==> config.mk <==
export PLATFORM = sky130hd
export DESIGN_NAME = alu_arbiter
export DESIGN_NICKNAME = d
export VERILOG_FILES = /design/src/rtl/alu_arbiter.sv
export SDC_FILE = /design/constraint.sdc
export NUM_CORES = 1
export LEC_CHECK = 0
export BUFFER_PORTS_ARGS = -buffer_cell sky130_fd_sc_hd__buf_2
export CAP_MARGIN = 20
export CORE_MARGIN = 8
export CORE_UTILIZATION = 50
export DETAILED_ROUTE_END_ITERATION = 7
export GPL_TIMING_DRIVEN = 0
export MAX_ROUTING_LAYER = met4
export PLACE_DENSITY_LB_ADDON = 0.05
export SLEW_MARGIN = 20
export SYNTH_ARGS = -nofsm -noshare
export SYNTH_HDL_FRONTEND = slang
export SYNTH_HIERARCHICAL = 1
export SYNTH_SLANG_ARGS = --single-unit
==> constraint.sdc <==
create_clock -name clk -period 5.3 [get_ports clk]
set_clock_uncertainty 0.05 [all_clocks]
set_input_delay 1.06 -clock clk [delete_from_list [all_inputs] [get_ports clk]]
set_output_delay 1.06 -clock clk [all_outputs]
set_load 0.005 [all_outputs]
==> src/rtl/alu_arbiter.sv <==
// Round-robin arbiter that shares one ALU between two valid/ready requesters.
// Optional ALU_ARB_LOCK_EN adds lock0/lock1 so one requester can hold the ALU across grants.

module ALU #(
    parameter int N = 32
) (
    input  logic [N-1:0] a,
    input  logic [N-1:0] b,
    input  logic [3:0]   s,
    output logic [N-1:0] z,
    output logic [3:0]   flags
);

    logic [N:0] sum;
    logic       carry;
    logic       ovf;

    // Subtraction yields C=1 when no borrow occurs; unknown select codes yield zero.
    always_comb begin
        sum   = '0;
        z     = '0;
        carry = 1'b0;
        ovf   = 1'b0;
        case (s)
            4'h0: begin
                sum   = {1'b0, a} + {1'b0, b};
                z     = sum[N-1:0];
                carry = sum[N];
                ovf   = (a[N-1] == b[N-1]) && (z[N-1] != a[N-1]);
            end
            4'h1: begin
                sum   = {1'b0, a} + {1'b0, ~b} + (N+1)'(1);
                z     = sum[N-1:0];
                carry = sum[N];
                ovf   = (a[N-1] != b[N-1]) && (z[N-1] != a[N-1]);
            end
            4'h2: z = a & b;
            4'h3: z = a | b;
            4'h4: z = a ^ b;
            4'h5: z = ~a;
            4'h6: begin
                z     = {a[N-2:0], 1'b0};
                carry = a[N-1];
            end
            4'h7: begin
                z     = {1'b0, a[N-1:1]};
                carry = a[0];
            end
            4'h8: z = b;
            default: z = '0;
        endcase
        flags = {z[N-1], (z == '0), carry, ovf};
    end

endmodule

module alu_arbiter #(
    parameter int N = 32
) (
    input  logic         clk,
    input  logic         rst,
`ifdef ALU_ARB_LOCK_EN
    input  logic         lock0,
    input  logic         lock1,
`endif
    input  logic         valid0,
    input  logic         valid1,
    input  logic [N-1:0] a0,
    input  logic [N-1:0] b0,
    input  logic [N-1:0] a1,
    input  logic [N-1:0] b1,
    input  logic [3:0]   op0,
    input  logic [3:0]   op1,
    output logic         ready0,
    output logic         ready1,
    output logic         rsp_valid0,
    output logic         rsp_valid1,
    output logic [N-1:0] rsp_z,
    output logic [3:0]   rsp_flags,
    output logic         busy
);

    typedef enum logic [1:0] {
        IDLE,
        EXEC,
        RESP
    } state_t;

    state_t       state;
    state_t       state_next;

    logic         last;
    logic         cap_id;
    logic [N-1:0] cap_a;
    logic [N-1:0] cap_b;
    logic [3:0]   cap_op;

    logic         elig0;
    logic         elig1;
    logic         winner;
    logic         grant;

    logic [N-1:0] alu_z;
    logic [3:0]   alu_flags;

`ifdef ALU_ARB_LOCK_EN
    logic         locked;
    logic         owner;
    logic         winner_lock;

    // A held lock masks the non-owner out of arbitration entirely.
    always_comb begin
        elig0       = valid0 && (!locked || !owner);
        elig1       = valid1 && (!locked || owner);
        winner_lock = winner ? lock1 : lock0;
    end
`else
    always_comb begin
        elig0 = valid0;
        elig1 = valid1;
    end
`endif

    // On contention the requester that did not win last time goes first.
    assign winner = (elig0 && elig1) ? ~last : elig1;

    always_ff @(posedge clk or negedge rst) begin
        if (!rst) begin
            state <= IDLE;
        end else begin
            state <= state_next;
        end
    end

    always_comb begin
        state_next = state;
        grant      = 1'b0;
        ready0     = 1'b0;
        ready1     = 1'b0;
        rsp_valid0 = 1'b0;
        rsp_valid1 = 1'b0;
        busy       = 1'b1;
        case (state)
            IDLE: begin
                busy   = 1'b0;
                grant  = elig0 || elig1;
                ready0 = grant && !winner;
                ready1 = grant && winner;
                if (grant) begin
                    state_next = EXEC;
                end
            end
            EXEC: state_next = RESP;
            RESP: begin
                rsp_valid0 = !cap_id;
                rsp_valid1 = cap_id;
                state_next = IDLE;
            end
            default: state_next = IDLE;
        endcase
    end

    // Operands and requester ID are frozen at grant so the requester may move on.
    always_ff @(posedge clk or negedge rst) begin
        if (!rst) begin
            cap_a  <= '0;
            cap_b  <= '0;
            cap_op <= '0;
            cap_id <= 1'b0;
        end else if (grant) begin
            cap_a  <= winner ? a1 : a0;
            cap_b  <= winner ? b1 : b0;
            cap_op <= winner ? op1 : op0;
            cap_id <= winner;
        end
    end

`ifdef ALU_ARB_LOCK_EN
    // The round-robin pointer is frozen while an owner holds the lock.
    always_ff @(posedge clk or negedge rst) begin
        if (!rst) begin
            last   <= 1'b1;
            locked <= 1'b0;
            owner  <= 1'b0;
        end else if (grant) begin
            if (!locked) begin
                last <= winner;
                if (winner_lock) begin
                    locked <= 1'b1;
                    owner  <= winner;
                end
            end else if (!winner_lock) begin
                locked <= 1'b0;
            end
        end
    end
`else
    always_ff @(posedge clk or negedge rst) begin
        if (!rst) begin
            last <= 1'b1;
        end else if (grant) begin
            last <= winner;
        end
    end
`endif

    ALU #(.N(N)) u_alu (
        .a     (cap_a),
        .b     (cap_b),
        .s     (cap_op),
        .z     (alu_z),
        .flags (alu_flags)
    );

    // Response registers keep their contents until the next operation executes.
    always_ff @(posedge clk or negedge rst) begin
        if (!rst) begin
            rsp_z     <= '0;
            rsp_flags <= '0;
        end else if (state == EXEC) begin
            rsp_z     <= alu_z;
            rsp_flags <= alu_flags;
        end
    end

endmodule

==> results by group <==
Clocking
  • CTS Hold Buffers Added: 0
  • Clock tree from TritonCTS: done
  • Worst-path clk slew: 80 ps
  • Longest Clk Path Bufs: 2
  • Post-CTS setup buffers: 0
  • CTS Buf Count: 9
  • Clk Latency, worst-skew pair: 370 ps
  • CTS sink count: 108
  • Clock root buffer master: clkbuf_16
  • Post-CTS resize count: 0
  • Htree depth: 3

Place
  • Placed cell count: 1,906
  • HPWL Detailed: 39,600 um
  • Port bufs: 180
  • Routability cong.: 1.03

Hold path
  • Hold WC Path Type: register to register

Yosys
  • Post-synthesis cell area: 0.0116 sq mm
  • Yosys cell types: 94
  • Most used flip-flop cell after synthesis: dfrtp_1
  • Post-synth ARST share: 1.00
  • Post-synth EDFFs: 0
  • Yosys reg bits: 108
  • Sequential-to-total area share from yosys stat: 0.233
  • Net Count, Synth: 1,675
  • Yosys warnings: 6
  • Post-Synthesis Cells: 1,437
  • Syn Area/Cell: 8.09 sq um

Run
  • Max-cap check violation count: 0

Global route
  • Antenna violations before repair: 0
  • Vias in the first global route: 12,479
  • Gr usage total: 0.347
  • Global route overflow: 0
  • First-pass GRT wire length: 74,500 um
  • Largest net degree at the start of global routing: 81

Detailed routing
  • Post-route ant nets: 0
  • # DRC: 1
  • Iter 0 DRT Violations: 1,664
  • WL/cell: 25.5 um
  • Total wire length: 49,000 um
  • Vias: 13,076
  • DRT Pass-1 Iters: 8
  • Vias/cell: 6.80

Critical path
  • Worst EP arrival: 5110 ps
  • Critical-path maximum fanout: 6
  • Crit Path Class: register to register
  • Critical Path RT: 5500 ps
  • CP endpoint kind: register
  • Startpoint Class: register

STA
  • Slew HR: 0.258
  • Fin. Hold Viols: 0
  • F_max: 0.203 GHz
  • Worst slew pin tran: 1100 ps
  • Final setup violation count: 0
  • Final setup TNS: 0 ps
  • RSZ-0062 raised after global routing: false
  • Min Tclk post-route: 4910 ps
  • Fin. max-slew vios: 0
  • Final Cycle Share: 0.927

Floorplan
  • Io pins: 181
  • Total core area: 0.0227 sq mm
  • Initial core utilization: 0.512
  • Die height: 168 um
  • Row Count: 55
  • Die W: 168 um
  • Die ar.: 0.0284 sq mm

Final layout
  • Final net count: 1,870
  • Fraction of layout instances using a drive strength above 1: 0.182
  • Area Growth Syn to Fin: 13.9%
  • Final non-filler cell total: 1,922
  • Diodes inserted: 0

Outcome
  • Status: finished with violations
  • Failing checks: DRC
## worst max-delay path: stages (launching register included)
cell and delay [ps]:
dfrtp_1 550, ha_1 300, inv_1 70, fa_1 450, nand2b_1 200, a2111oi_1 760, o21a_1 330, o211a_1 280
a211oi_1 220, o41ai_1 520, o21ba_2 230, o221ai_1 220, nand4b_1 300, nor4_2 60, mux2_2 260
## cell type report
| type | instances | area, sq um |
|---|---|---|
| tap | 285 | 357 |
| buffer | 113 | 599 |
| timing repair buffer | 184 | 950 |
| fill | 2140 | 9470 |
| sequential | 108 | 2700 |
| multi-input combinational | 1115 | 7970 |
| inverter | 101 | 379 |
| clock buffer | 10 | 229 |
| clock inverter | 6 | 60.1 |
## registers in the layout, summed over array words and instances (netlist names)
register	cells
cap_b	32
cap_a	32
cap_id	1
rsp_flags	4
state	2
rsp_z	32
last	1
cap_op	4
## logic make-up (layout without fill, tap and decap cells)
family,count (synthesis),count (layout),share of synthesized area
XOR/XNOR,3,3,0.00226
multiplexers,59,59,0.0604
buffers and inverters,214,414,0.0842
flip-flops,108,108,0.233
AND/OR/NAND/NOR,451,451,0.201
AO/OA/AOI/OAI,504,504,0.313
adder cells (fa/ha/maj),98,98,0.107
## through the flow
step | setup WS, ps | util | hold slack (ps) | cell area [sq um]
after floorplan | 1700 | - | 415 | 11600
after global placement | 251 | 0.567 | 418 | 12900
after detailed placement | 583 | 0.570 | 425 | 12900
after CTS | 548 | 0.583 | 441 | 13200
after global routing | 214 | 0.583 | 450 | 13200
final | 386 | 0.583 | 434 | 13200
## synthesized netlist by cell type (15+ instances only)
| cell | number | area, sq um |
|---|---|---|
| a211oi_1 | 23 | 173 |
| a21o_1 | 18 | 135 |
| a21oi_1 | 112 | 561 |
| a221o_1 | 60 | 601 |
| a22oi_1 | 21 | 158 |
| a31oi_1 | 28 | 175 |
| and3_1 | 59 | 369 |
| buf_2 | 29 | 145 |
| buf_6 | 15 | 169 |
| clkbuf_1 | 55 | 206 |
| dfrtp_1 | 107 | 2680 |
| ha_1 | 96 | 1200 |
| inv_1 | 99 | 372 |
| mux2_1 | 29 | 327 |
| mux2i_1 | 15 | 150 |
| nand2_1 | 124 | 465 |
| nand2b_1 | 24 | 150 |
| nand3_1 | 26 | 130 |
| nor2_1 | 88 | 330 |
| nor2b_1 | 16 | 100 |
| nor3_1 | 25 | 125 |
| o211ai_1 | 21 | 158 |
| o21ai_0 | 66 | 330 |
## metal layers
metal / track usage / up-vias / routed length [um]
li1: - / 5827 / -
met1: 0.491 / 6189 / 21200
met2: 0.486 / 954 / 20000
met3: 0.0716 / 106 / 6210
met4: 0.111 / 0 / 1610
met5: - / - / 0
## cells in the final DEF (no fill, tap or decap), types with 15 or more instances in the layout
master	n
a211oi_1	23
a21o_1	18
a21oi_1	112
a221o_1	60
a22oi_1	21
a31oi_1	28
and3_1	59
buf_2	211
buf_6	16
clkbuf_1	56
dfrtp_1	107
ha_1	96
inv_1	99
mux2_1	29
mux2i_1	15
nand2_1	124
nand2b_1	24
nand3_1	26
nor2_1	88
nor2b_1	16
nor3_1	25
o211ai_1	21
o21ai_0	66
## worst paths after layout
| kind | depth (start not counted) | end | slack (ps) | startpoint |
|---|---|---|---|---|
| max in group asynchronous | 2 | last | 3990 | rst |
| worst max register to register | 14 | rsp_flags[2] | 390 | cap_a[0] |
| min in group asynchronous | 1 | rsp_z[5] | 490 | rst |
| worst min register to register | 1 | rsp_z[19] | 430 | rsp_z[19] |
| worst min-delay path | 1 | rsp_z[19] | 430 | rsp_z[19] |
| worst max-delay path | 14 | rsp_flags[2] | 390 | cap_a[0] |
Power is left out: the tool's default activity adds up to more than one toggle a clock period on the data nets, which glitch-free logic cannot reach.
